===== src/rtl/rotate_seq_ctrl_pkg.sv =====
// Shared state and downstream-select encodings for the rotate sequence controller.
package rotate_seq_ctrl_pkg;

    typedef enum logic [1:0] {
        IDLE   = 2'd0,
        LOAD   = 2'd1,
        ROTATE = 2'd2,
        DONE   = 2'd3
    } state_t;

    localparam logic [1:0] SEL_HOLD  = 2'd0;
    localparam logic [1:0] SEL_RIGHT = 2'd1;
    localparam logic [1:0] SEL_LEFT  = 2'd2;
    localparam logic [1:0] SEL_LOAD  = 2'd3;

endpackage


===== src/rtl/rotate_seq_ctrl.sv =====
// Sequences load + N rotate commands into a downstream rotate register.
// Optional macro ROTSEQ_PAUSE_EN adds a pause input that stalls the rotate phase.
module rotate_seq_ctrl
    import rotate_seq_ctrl_pkg::*;
#(
    parameter int WIDTH = 4,
    parameter int CNT_W = 4
) (
    input  logic             clock,
    input  logic             reset,
    input  logic             start,
    input  logic             dir,
    input  logic [CNT_W-1:0] steps,
    input  logic [WIDTH-1:0] pattern,
`ifdef ROTSEQ_PAUSE_EN
    input  logic             pause,
`endif
    output logic [1:0]       sel,
    output logic [WIDTH-1:0] data,
    output logic             busy,
    output logic             done
);

    state_t             state_q, state_d;
    logic [WIDTH-1:0]   pattern_q, pattern_d;
    logic               dir_q, dir_d;
    logic [CNT_W-1:0]   cnt_q, cnt_d;
    logic               hold;

`ifdef ROTSEQ_PAUSE_EN
    assign hold = pause;
`else
    assign hold = 1'b0;
`endif

    always_comb begin
        state_d   = state_q;
        pattern_d = pattern_q;
        dir_d     = dir_q;
        cnt_d     = cnt_q;
        unique case (state_q)
            IDLE: begin
                if (start) begin
                    pattern_d = pattern;
                    dir_d     = dir;
                    cnt_d     = steps;
                    state_d   = LOAD;
                end
            end
            LOAD: begin
                state_d = (cnt_q != '0) ? ROTATE : DONE;
            end
            ROTATE: begin
                // Counter reaches zero on the last rotate cycle, so the full range never wraps.
                if (!hold) begin
                    cnt_d = cnt_q - CNT_W'(1);
                    if (cnt_q == CNT_W'(1)) begin
                        state_d = DONE;
                    end
                end
            end
            DONE: begin
                state_d = IDLE;
            end
        endcase
    end

    always_ff @(posedge clock or negedge reset) begin
        if (!reset) begin
            state_q   <= IDLE;
            pattern_q <= '0;
            dir_q     <= 1'b0;
            cnt_q     <= '0;
        end else begin
            state_q   <= state_d;
            pattern_q <= pattern_d;
            dir_q     <= dir_d;
            cnt_q     <= cnt_d;
        end
    end

    always_comb begin
        sel  = SEL_HOLD;
        data = '0;
        busy = 1'b0;
        done = 1'b0;
        unique case (state_q)
            IDLE: ;
            LOAD: begin
                sel  = SEL_LOAD;
                data = pattern_q;
                busy = 1'b1;
            end
            ROTATE: begin
                sel  = hold ? SEL_HOLD : (dir_q ? SEL_RIGHT : SEL_LEFT);
                busy = 1'b1;
            end
            DONE: begin
                done = 1'b1;
            end
        endcase
    end

endmodule

===== config.mk =====
export PLATFORM = sky130hd
export DESIGN_NAME = rotate_seq_ctrl
export DESIGN_NICKNAME = d
export VERILOG_FILES = /design/src/rtl/rotate_seq_ctrl_pkg.sv /design/src/rtl/rotate_seq_ctrl.sv
export SDC_FILE = /design/constraint.sdc
export NUM_CORES = 1
export LEC_CHECK = 0
export BUFFER_PORTS_ARGS = -buffer_cell sky130_fd_sc_hd__buf_2
export CAP_MARGIN = 30
export CORE_AREA = 10 10 60 62
export CTS_BUF_LIST = sky130_fd_sc_hd__clkbuf_2
export CTS_CLUSTER_SIZE = 25
export DETAILED_ROUTE_END_ITERATION = 8
export DIE_AREA = 0 0 70 72
export GPL_ROUTABILITY_DRIVEN = 0
export PLACE_DENSITY = 0.54
export SLEW_MARGIN = 20
export SYNTH_ARGS = -nofsm -noshare
export SYNTH_HDL_FRONTEND = slang
export SYNTH_SLANG_ARGS = --single-unit
export TNS_END_PERCENT = 10

===== constraint.sdc =====
create_clock -name clock -period 4.7 [get_ports clock]
set_clock_uncertainty 0.15 [all_clocks]
set_input_delay 0.47 -clock clock [delete_from_list [all_inputs] [get_ports clock]]
set_output_delay 0.47 -clock clock [all_outputs]
set_load 0.02 [all_outputs]

Word-level counts from Yosys, hierarchy flattened:

Cells that the tools add are included.

* $add $sub $neg: 1
* reduce and logical (&&, ||, !) cells: 7
* eq/ne operators: 6
* muxes and demuxes: 11

Operator list (number)
* 4-bit 2-to-1 mux: 2
* 2-bit case mux with 4 select lines: 1
* 4-bit case mux with 2 select lines: 1
* 2-bit 2-to-1 mux: 3
* 2-bit AND reduction: 3
* 2-bit equality test, second input constant: 2
* 4-bit by 1-bit equality test with 1-bit output, second input constant: 1
* 2-bit inequality test, second input constant: 2
* 2-bit case mux with 2 select lines: 1
* 4-bit nonzero test: 1
* 4-bit by 1-bit subtractor with 4-bit output, second input constant: 1
* 1-bit 2-to-1 mux: 3
* 2-bit by 1-bit equality test with 1-bit output, second input constant: 1
* 2-bit logical NOT: 1
* 2-bit nonzero test: 1
* 2-bit OR reduction: 1

* register bits: 11
* word-level logic and storage cells: 29
* bits of input ports: 12

Longest topological paths before layout:

Gate-level depths: netlist of run 1.

* depth in word-level cells: 3
* mapped depth: 6
* depth with buffers taken out: 5

Worst setup path after synthesis of run 1:

Ideal clock, no wire load.

* path type: register to output
* from: reg state_q[0]
* to: out sel[0]
* cell stages (with the launch flop): 6
* arrival time: 1.351 ns
* path buffers: 1
* setup slack: 2.729 ns
* cell sequence: dfrtp_1 -> inv_1 -> ha_1 -> clkbuf_1 -> a21oi_1 -> nor2b_1

* word-level cells in the longest chain between the ends: 2

Ends and longest elaborated chain
* start: declaration: RTL line rotate_seq_ctrl.sv:24 `state_t state_q, state_d;`
* start signal: assignment: RTL line rotate_seq_ctrl.sv:75 `state_q <= state_d;`
* 2-bit equality test / 2-bit by 1-bit equality test with 1-bit output (equally long branches): RTL line rotate_seq_ctrl.sv:87 `unique case (state_q)`
* 2-bit case mux with 2 select lines *: RTL line rotate_seq_ctrl.sv:87
* end: declaration: RTL line rotate_seq_ctrl.sv:18 `output logic [1:0] sel,`

Mark *: on every way between the ends. The rest lies on a longest branch, timed or not.

Worst setup path after layout of run 1:

Ends and elaborated chain as after synthesis.

==> impl_metrics.py, run 1 <==
metrics = {
    "outcome": {
        "status": "finished clean",
    },
    "clock_tree": {
        "cts_tree": "built",
        "clk_path_buf_depth": 2,
        "cts_resized": 0,
        "cts_buffers": 3,
        "clock_latency_ps": 250,
        "root_buffer": "clkbuf_2",
        "clock_sink_count": 11,
        "h-tree-depth": 1,
        "clkTransAtPathRegs_ps": 100,
    },
    "detailed_routing": {
        "wl_per_cell_um": 13.1,
        "drc": 0,
        "viasPerCell": 4.62,
        "dr_total_vias": 554,
        "wl_um": 1570,
        "ant_nets": 0,
        "firstDrtPassIters": 4,
        "drt_iter0_drc": 8,
    },
    "cells_and_area": {
        "final_cell_mix": "buf_2, dfrtp_1, ha_1, inv_1, mux2_2",
        "antenna_cells": 0,
        "final_cells": 120,
        "final_common_cell": "buf_2",
        "area_growth_pct": 22.7,
        "drive_gt1_share_pct": 34.4,
        "final_nets": 111,
    },
    "worst_setup_path": {
        "timing.rr.end": "cnt_q[3]",
        "worstPathArrival_ps": 1580,
        "critPathMaxStageDelay_ps": 420,
        "timing.rr.start": "state_q[1]",
        "critPathCaptureType": "primary output",
        "worstPathMaxFanout": 11,
        "crit_buf_inv": 2,
        "rrSetupSlack_ps": 2830,
        "cp_top_family": "flip-flops",
        "reg2reg_depth": 5,
        "crit_chain": "inv_1 > ha_1 > a21oi_1 > nor2b_1 > buf_2",
        "crit_type": "register to primary output",
        "crit_required_ps": 4080,
        "worstSetupStartpointType": "register",
        "critPathSlowestCell": "dfrtp_1",
    },
    "min_path": {
        "min_from": "pattern[0]",
        "hp-class": "input port to register",
        "hold_end": "pattern_q[0]",
        "min_path_cells": 2,
    },
    "sta": {
        "fmax_mhz": 454,
        "drv_slew": 0,
        "min_period_over_period_pct": 46.9,
        "worst_slew_pin_slew_ps": 438,
        "tns_ps": 0,
        "setup_viol": 0,
        "relSlewSlack_pct": 70.2,
        "rsz0062_at_grt": "false",
        "hold_violations": 0,
        "period_needed_ps": 2200,
    },
    "floorplanning": {
        "initial_core_util_pct": 28.8,
        "core_area_um2": 2430,
        "die_w_um": 70,
        "ios": 20,
        "die_y_um": 72,
        "fp-row-count": 18,
        "die_area_um2": 5040,
    },
    "place": {
        "placedCellCount": 115,
        "port_buffers": 19,
        "dp_hpwl_um": 1290,
    },
    "synth": {
        "mappedNetlistNets": 87,
        "synth-edff-count": 0,
        "syn_avg_cell_area_um2": 10.5,
        "syn-cell-area_um2": 701,
        "ys_seq_area_share_pct": 39.3,
        "yosysWarningCount": 0,
        "synthDistinctLibCells": 27,
        "async_flop_share_pct": 100,
        "synth_seq_cells": 11,
        "netlist_instances": 67,
        "synth_flop_cell": "dfrtp_1",
    },
    "global_routing": {
        "first_global_vias": 637,
        "grt_pass1_wl_um": 2860,
        "globalRouteOverflowTotal": 0,
        "grt_max_degree": 12,
        "grt_use_total_pct": 6.88,
        "antenna_found_initial": 0,
    },
    "power": {
        "peakVddDrop_mv": 0.309,
        "cellPowerDensity_nw_per_um2": 681,
        "p_leak_uw": 0.000422,
    },
    "flow_run": {
        "timing.max_cap.violations": 0,
    },
}
## Yosys cell counts (all sizes together), types with 2 or more instances
cell type / instances / share of area (%)
nand2: 3 / 1.6
and2: 4 / 3.6
inv: 6 / 3.2
ha: 8 / 14
nor2: 2 / 1.1
mux2i: 2 / 3.4
mux2: 6 / 9.6
or3b: 2 / 2.5
nor2b: 4 / 3.6
a21oi: 3 / 2.1
o21ai: 3 / 2.1
dfrtp: 11 / 39
## sequential cells by signal (all words and copies together), names as in the netlist
register	count
cnt_q	4
state_q	2
pattern_q	4
dir_q	1
## worst max path at each step
stage                     from      to  slack (ps)  depth (start not counted)
detailed placement  state_q[0]  sel[0]        2770                          5
global route        state_q[0]  sel[0]        2290                          5
floorplan           state_q[0]  sel[0]        2730                          5
finish              state_q[0]  sel[0]        2500                          5
global placement    state_q[0]  sel[0]        2800                          5
CTS                 state_q[0]  sel[0]        2450                          5
## routing by layer
metal	vias to the layer above	track usage [%]	share of wire, %
met1	254	7.88	49
met3	2	2.18	3.9
li1	283	-	-
met2	15	11.1	46
met4	0	3.95	0.76
met5	-	0	0
## power breakdown
group / total [uW] / switching, uW / internal [uW]
registers: 185 / 40.4 / 145
clock network: 52.5 / 29.9 / 22.6
logic: 348 / 190 / 158
total: 586 / 261 / 325
## through the flow
| stage | utilization [%] | instance area (um2) | hold slack, ps | power, uW | setup slack, ps |
|---|---|---|---|---|---|
| 2_1_floorplan | - | 701 | 24.4 | 445 | 2730 |
| 6_report | 35.3 | 860 | 296 | 586 | 2500 |
| 5_1_grt | 35.3 | 860 | 258 | 653 | 2290 |
| 4_1_cts | 35.3 | 860 | 273 | 599 | 2450 |
| 3_3_place_gp | 34.1 | 830 | 216 | 531 | 2800 |
| 3_5_place_dp | 34.1 | 830 | 209 | 542 | 2770 |
## cell families (layout without fill, tap and decap cells)
family          count (synthesis)  in the layout  synth area share [%]
buf+inv                         7             30                  3.75
mux                             8              8                  13.0
compound gates                 12             12                  11.1
fa+ha+maj                       8              8                  14.3
simple gates                   21             21                  18.6
flops                          11             11                  39.3
## final cells by class
class                   count  area [um2]
repair buffers             20         105
fillers                   259        1570
flip-flops and latches     11         275
inverters                   6        22.5
well taps                  30        37.5
multi-input cells          49         399
clock buffers               4        20.0
## what timing repair did
item / in CTS / in global routing
endpoints found under the hold margin: 11 / 0
setup buffers: 0 / 0
hold buffers: 1 / 0
Power figures use the tool's default switching activity.
==> run 2: changes to the inputs <==
==> constraint.sdc (replaced) <==
create_clock -name clock -period 2.2 [get_ports clock]
set_clock_uncertainty 0.15 [all_clocks]
set_input_delay 0.22 -clock clock [delete_from_list [all_inputs] [get_ports clock]]
set_output_delay 0.22 -clock clock [all_outputs]
set_load 0.02 [all_outputs]
==> run 2 against run 1 <==
Against the previous run: global-route usage rose by 0.080 points; highest routed layer unchanged; register-to-register slack worse by 2500 ps; critical endpoint unchanged; non-clock buffer count up 5; combinational power rose by 110%; total power is 120% higher; via count increased by 2.9%; clock power increased by 130%; setup slack worse by 2300 ps; cell area grew 5.8%; first-iteration DRC count rose by 130%.
==> impl_metrics.py, run 2 (synthesized netlist as in run 1, its figures left out) <==
metrics = {
    "outcome": {
        "status": "finished clean",
    },
    "worst_setup_path": {
        "worstPathArrival_ps": 1650,
        "crit_path_start": "state_q[0]",
        "critPathCaptureType": "primary output",
        "worstSetupStartpointType": "register",
        "timing.rr.end": "cnt_q[3]",
        "rrSetupSlack_ps": 290,
        "worstPathMaxFanout": 11,
        "critPathSlowestCell": "dfrtp_1",
        "crit_path_end": "sel[0]",
        "reg2reg_depth": 5,
        "crit_chain": "inv_1 > ha_1 > a21oi_1 > nor2b_1 > buf_2",
        "timing.rr.start": "state_q[0]",
        "critPathMaxStageDelay_ps": 440,
        "crit_type": "register to primary output",
        "crit_required_ps": 1830,
    },
    "sta": {
        "min_period_over_period_pct": 91.8,
        "relSlewSlack_pct": 69.4,
        "tns_ps": 0,
        "hold_violations": 0,
        "rsz0062_at_grt": "false",
        "setup_slack_ps": 181,
        "worst_slew_pin_slew_ps": 450,
        "fmax_mhz": 495,
        "drv_slew": 0,
        "period_needed_ps": 2020,
        "hold-worst-slack_ps": 94.0,
        "setup_viol": 0,
    },
    "global_routing": {
        "first_global_vias": 612,
        "globalRouteOverflowTotal": 0,
        "antenna_found_initial": 0,
        "grt_max_degree": 12,
        "grt_use_total_pct": 6.96,
        "grt_pass1_wl_um": 2810,
    },
    "clock_tree": {
        "cts_resized": 0,
        "root_buffer": "clkbuf_2",
        "clk_path_buf_depth": 2,
        "clock_latency_ps": 270,
        "h-tree-depth": 1,
        "clock_sink_count": 11,
        "cts_tree": "built",
        "clkTransAtPathRegs_ps": 130,
        "cts_buffers": 3,
    },
    "cells_and_area": {
        "final_cell_mix": "buf_2, dfrtp_1, ha_1",
        "reg_top3": "cnt_q: 4 flops, pattern_q: 4 flops, state_q: 2 flops",
        "area_growth_pct": 29.8,
        "final_common_cell": "buf_2",
        "antenna_cells": 0,
        "final_cells": 125,
        "post-route-util_pct": 37.4,
        "final_nets": 116,
        "drive_gt1_share_pct": 32.6,
    },
    "place": {
        "post-place-ws_ps": 318,
        "dp_hpwl_um": 1250,
        "port_buffers": 19,
        "placedCellCount": 115,
    },
    "floorplanning": {
        "initial_core_util_pct": 28.8,
        "fp-row-count": 18,
        "core_area_um2": 2430,
        "die_y_um": 72,
        "ios": 20,
        "die_area_um2": 5040,
        "die_w_um": 70,
    },
    "detailed_routing": {
        "wl_per_cell_um": 13.0,
        "ant_nets": 0,
        "drc": 0,
        "wl_um": 1630,
        "drt_iter0_drc": 18,
        "firstDrtPassIters": 2,
        "dr_total_vias": 570,
        "viasPerCell": 4.56,
    },
    "power": {
        "peakVddDrop_mv": 0.541,
        "p_leak_uw": 0.000442,
        "cellPowerDensity_nw_per_um2": 1390,
    },
    "min_path": {
        "hp-class": "input port to register",
        "min_from": "steps[0]",
    },
    "flow_run": {
        "timing.max_cap.violations": 0,
    },
}
## run 2: how the worst min path moves through the flow
stage                        end  slack [ps]  cells after the start
finish                  cnt_q[0]          90                      3
global route            cnt_q[1]         100                      3
CTS                 pattern_q[1]         0.8                      2
detailed placement    state_q[0]         -40                      1
global placement      state_q[0]         -40                      1
floorplan               cnt_q[0]        -230                      0
## run 2: area by class of cell
cell class,instances,area (um2)
tap,30,37.5
fill,267,1520
inverter,6,22.5
timing repair buffer,25,155
multi-input combinational,49,399
clock inverter,1,5.00
sequential,11,275
clock buffer,3,15.0
## run 2: through the flow
| stage | cell area, um2 | total power, uW |
|---|---|---|
| detailed placement | 830 | 1150 |
| global placement | 830 | 1130 |
| CTS | 860 | 1280 |
| floorplan | 701 | 952 |
| global route | 910 | 1400 |
| finish | 910 | 1260 |
## run 2: power breakdown
| part | internal, uW | total (uW) | switching (uW) |
|---|---|---|---|
| logic | 340 | 744 | 405 |
| clock network | 41.1 | 119 | 78.4 |
| registers | 309 | 396 | 87.7 |
## run 2: metal layers
layer / up-vias / share of wire [%] / routed length [um] / global-route usage [%]
met5: - / 0 / 0 / 0
met4: 0 / 0.61 / 10 / 3.29
met3: 2 / 6.9 / 112 / 3.54
met2: 17 / 48 / 777 / 11.1
met1: 263 / 45 / 729 / 7.56
li1: 288 / - / - / -
## run 2: what timing repair did
item                                   4_1_cts  5_1_grt
hold buffers                                 1        5
buffers inserted                             0        0
endpoints found under the hold margin       11        5
## run 2: worst max-delay path, delay by kind of cell (launching register included)
kind                       cells  cell delay (ps)
AOI/OAI and AO/OA              1              120
adders and majority gates      1              400
buffers and inverters          2              310
DFF                            1              440
and+or+nand+nor                1              110
==> run 3: changes to the inputs <==
--- a/config.mk
+++ b/config.mk
@@ -14,6 +14,7 @@
 export DIE_AREA = 0 0 70 72
 export GPL_ROUTABILITY_DRIVEN = 0
 export PLACE_DENSITY = 0.54
+export REMOVE_ABC_BUFFERS = 1
 export SLEW_MARGIN = 20
 export SYNTH_ARGS = -nofsm -noshare
 export SYNTH_HDL_FRONTEND = slang
==> run 3 against run 2 <==
Against the previous run: die area stayed put; flip-flop and latch count stayed put; routed wire length is 1.6% higher; cell area is 5.5% lower.
==> impl_metrics.py, run 3 (synthesized netlist as in run 1, its figures left out) <==
metrics = {
    "outcome": {
        "status": "finished clean",
    },
    "worst_setup_path": {
        "worstPathMaxFanout": 11,
        "crit_type": "register to primary output",
        "crit_required_ps": 1830,
        "critPathMaxStageDelay_ps": 440,
        "critPathSlowestCell": "dfrtp_1",
        "crit_buf_inv": 2,
        "crit_chain": "inv_1 > ha_1 > a21oi_1 > nor2b_1 > buf_2",
        "worstSetupStartpointType": "register",
        "worstPathArrival_ps": 1620,
        "cp_top_family": "flip-flops",
        "critPathCaptureType": "primary output",
    },
    "detailed_routing": {
        "viasPerCell": 4.73,
        "firstDrtPassIters": 2,
        "ant_nets": 0,
        "wl_per_cell_um": 13.8,
        "drc": 0,
        "drt_iter0_drc": 12,
        "dr_total_vias": 568,
        "wl_um": 1660,
    },
    "sta": {
        "worst_slew_pin_slew_ps": 472,
        "min_period_over_period_pct": 90.3,
        "period_needed_ps": 1990,
        "tns_ps": 0,
        "fmax_mhz": 503,
        "drv_slew": 0,
        "hold_violations": 0,
        "relSlewSlack_pct": 67.9,
        "hold-worst-slack_ps": 35.7,
        "rsz0062_at_grt": "false",
        "setup_viol": 0,
    },
    "cells_and_area": {
        "final_cells": 120,
        "fillers": 263,
        "multi_input_area_um2": 399,
        "final_common_cell": "buf_2",
        "final_cell_mix": "buf_2, dfrtp_1, ha_1, inv_1, mux2_2",
        "drive_gt1_share_pct": 34.4,
        "final_nets": 111,
        "antenna_cells": 0,
        "seqCellArea_um2": 275,
        "reg_top3": "cnt_q: 4 flops, pattern_q: 4 flops, state_q: 2 flops",
        "area_growth_pct": 22.7,
    },
    "power": {
        "peakVddDrop_mv": 0.503,
        "cellPowerDensity_nw_per_um2": 1470,
        "p_leak_uw": 0.000422,
    },
    "clock_tree": {
        "cts_buffers": 3,
        "clkTransAtPathRegs_ps": 120,
        "h-tree-depth": 1,
        "clk_path_buf_depth": 2,
        "cts_tree": "built",
        "root_buffer": "clkbuf_2",
        "cts_setup_buffers": 0,
        "clock_latency_ps": 250,
        "clock_sink_count": 11,
    },
    "global_routing": {
        "globalRouteOverflowTotal": 0,
        "grt_max_degree": 12,
        "grt_use_total_pct": 6.82,
        "grt_pass1_wl_um": 2810,
        "antenna_found_initial": 0,
        "first_global_vias": 626,
    },
    "flow_run": {
        "timing.max_cap.violations": 0,
    },
    "floorplanning": {
        "initial_core_util_pct": 28.8,
        "die_area_um2": 5040,
        "ios": 20,
        "core_area_um2": 2430,
        "fp-row-count": 18,
        "die_y_um": 72,
        "die_w_um": 70,
    },
    "min_path": {
        "hp-class": "input port to register",
    },
    "place": {
        "dp_hpwl_um": 1320,
        "placedCellCount": 115,
        "port_buffers": 19,
    },
}
[run 3: final timing paths]
check | startpoint | endpoint | slack (ps) | cells past startpoint
min in group asynchronous | reset | state_q[1] | 200 | 2
worst min-delay path | pattern[0] | pattern_q[0] | 40 | 2
worst min register to register | pattern_q[0] | pattern_q[0] | 360 | 1
max in group asynchronous | reset | cnt_q[2] | 1490 | 2
worst max-delay path | state_q[0] | sel[0] | 210 | 5
worst max register to register | state_q[0] | cnt_q[3] | 290 | 5
[run 3: routing by layer]
metal	routed length, um	up-vias	share of wire (%)	global-route usage (%)
met1	770	277	47	7.02
met5	0	-	0	0
met4	12	0	0.73	2.63
met2	818	11	49	12.5
met3	55	2	3.3	2.31
li1	-	278	-	-
[run 3: where the power goes]
group | switching (uW) | internal (uW)
Sequential | 84.4 | 309
Clock | 71.6 | 48.3
Combinational | 414 | 335
[run 3: through the flow]
step	cell area [um2]	setup WS [ps]	total power, uW	util (%)
final	860	214	1260	35.3
after global routing	860	61.1	1390	35.3
after CTS	860	170	1290	35.3
after detailed placement	830	314	1160	34.1
after global placement	830	371	1130	34.1
after floorplan	697	490	951	-
[run 3: area by class of cell]
class / instances / share of cell area [%]
Timing Repair Buffer: 20 / 12.2
Multi-Input combinational cell: 49 / 46.4
Sequential cell: 11 / 32.0
Clock buffer: 4 / 2.33
Inverter: 6 / 2.62
Tap cell: 30 / 4.37
[run 3: what timing repair did]
item / 4_1_cts / 5_1_grt
resized for setup: 0 / 0
endpoints found under the hold margin: 11 / 0
hold buffers: 1 / 0
[run 3: worst register-to-register path, cell delays in order, from the launching register on]
cell     delay, ps
dfrtp_1        420
inv_1          110
ha_1           270
mux2i_2        250
or4b_1         530
nand4_1        120
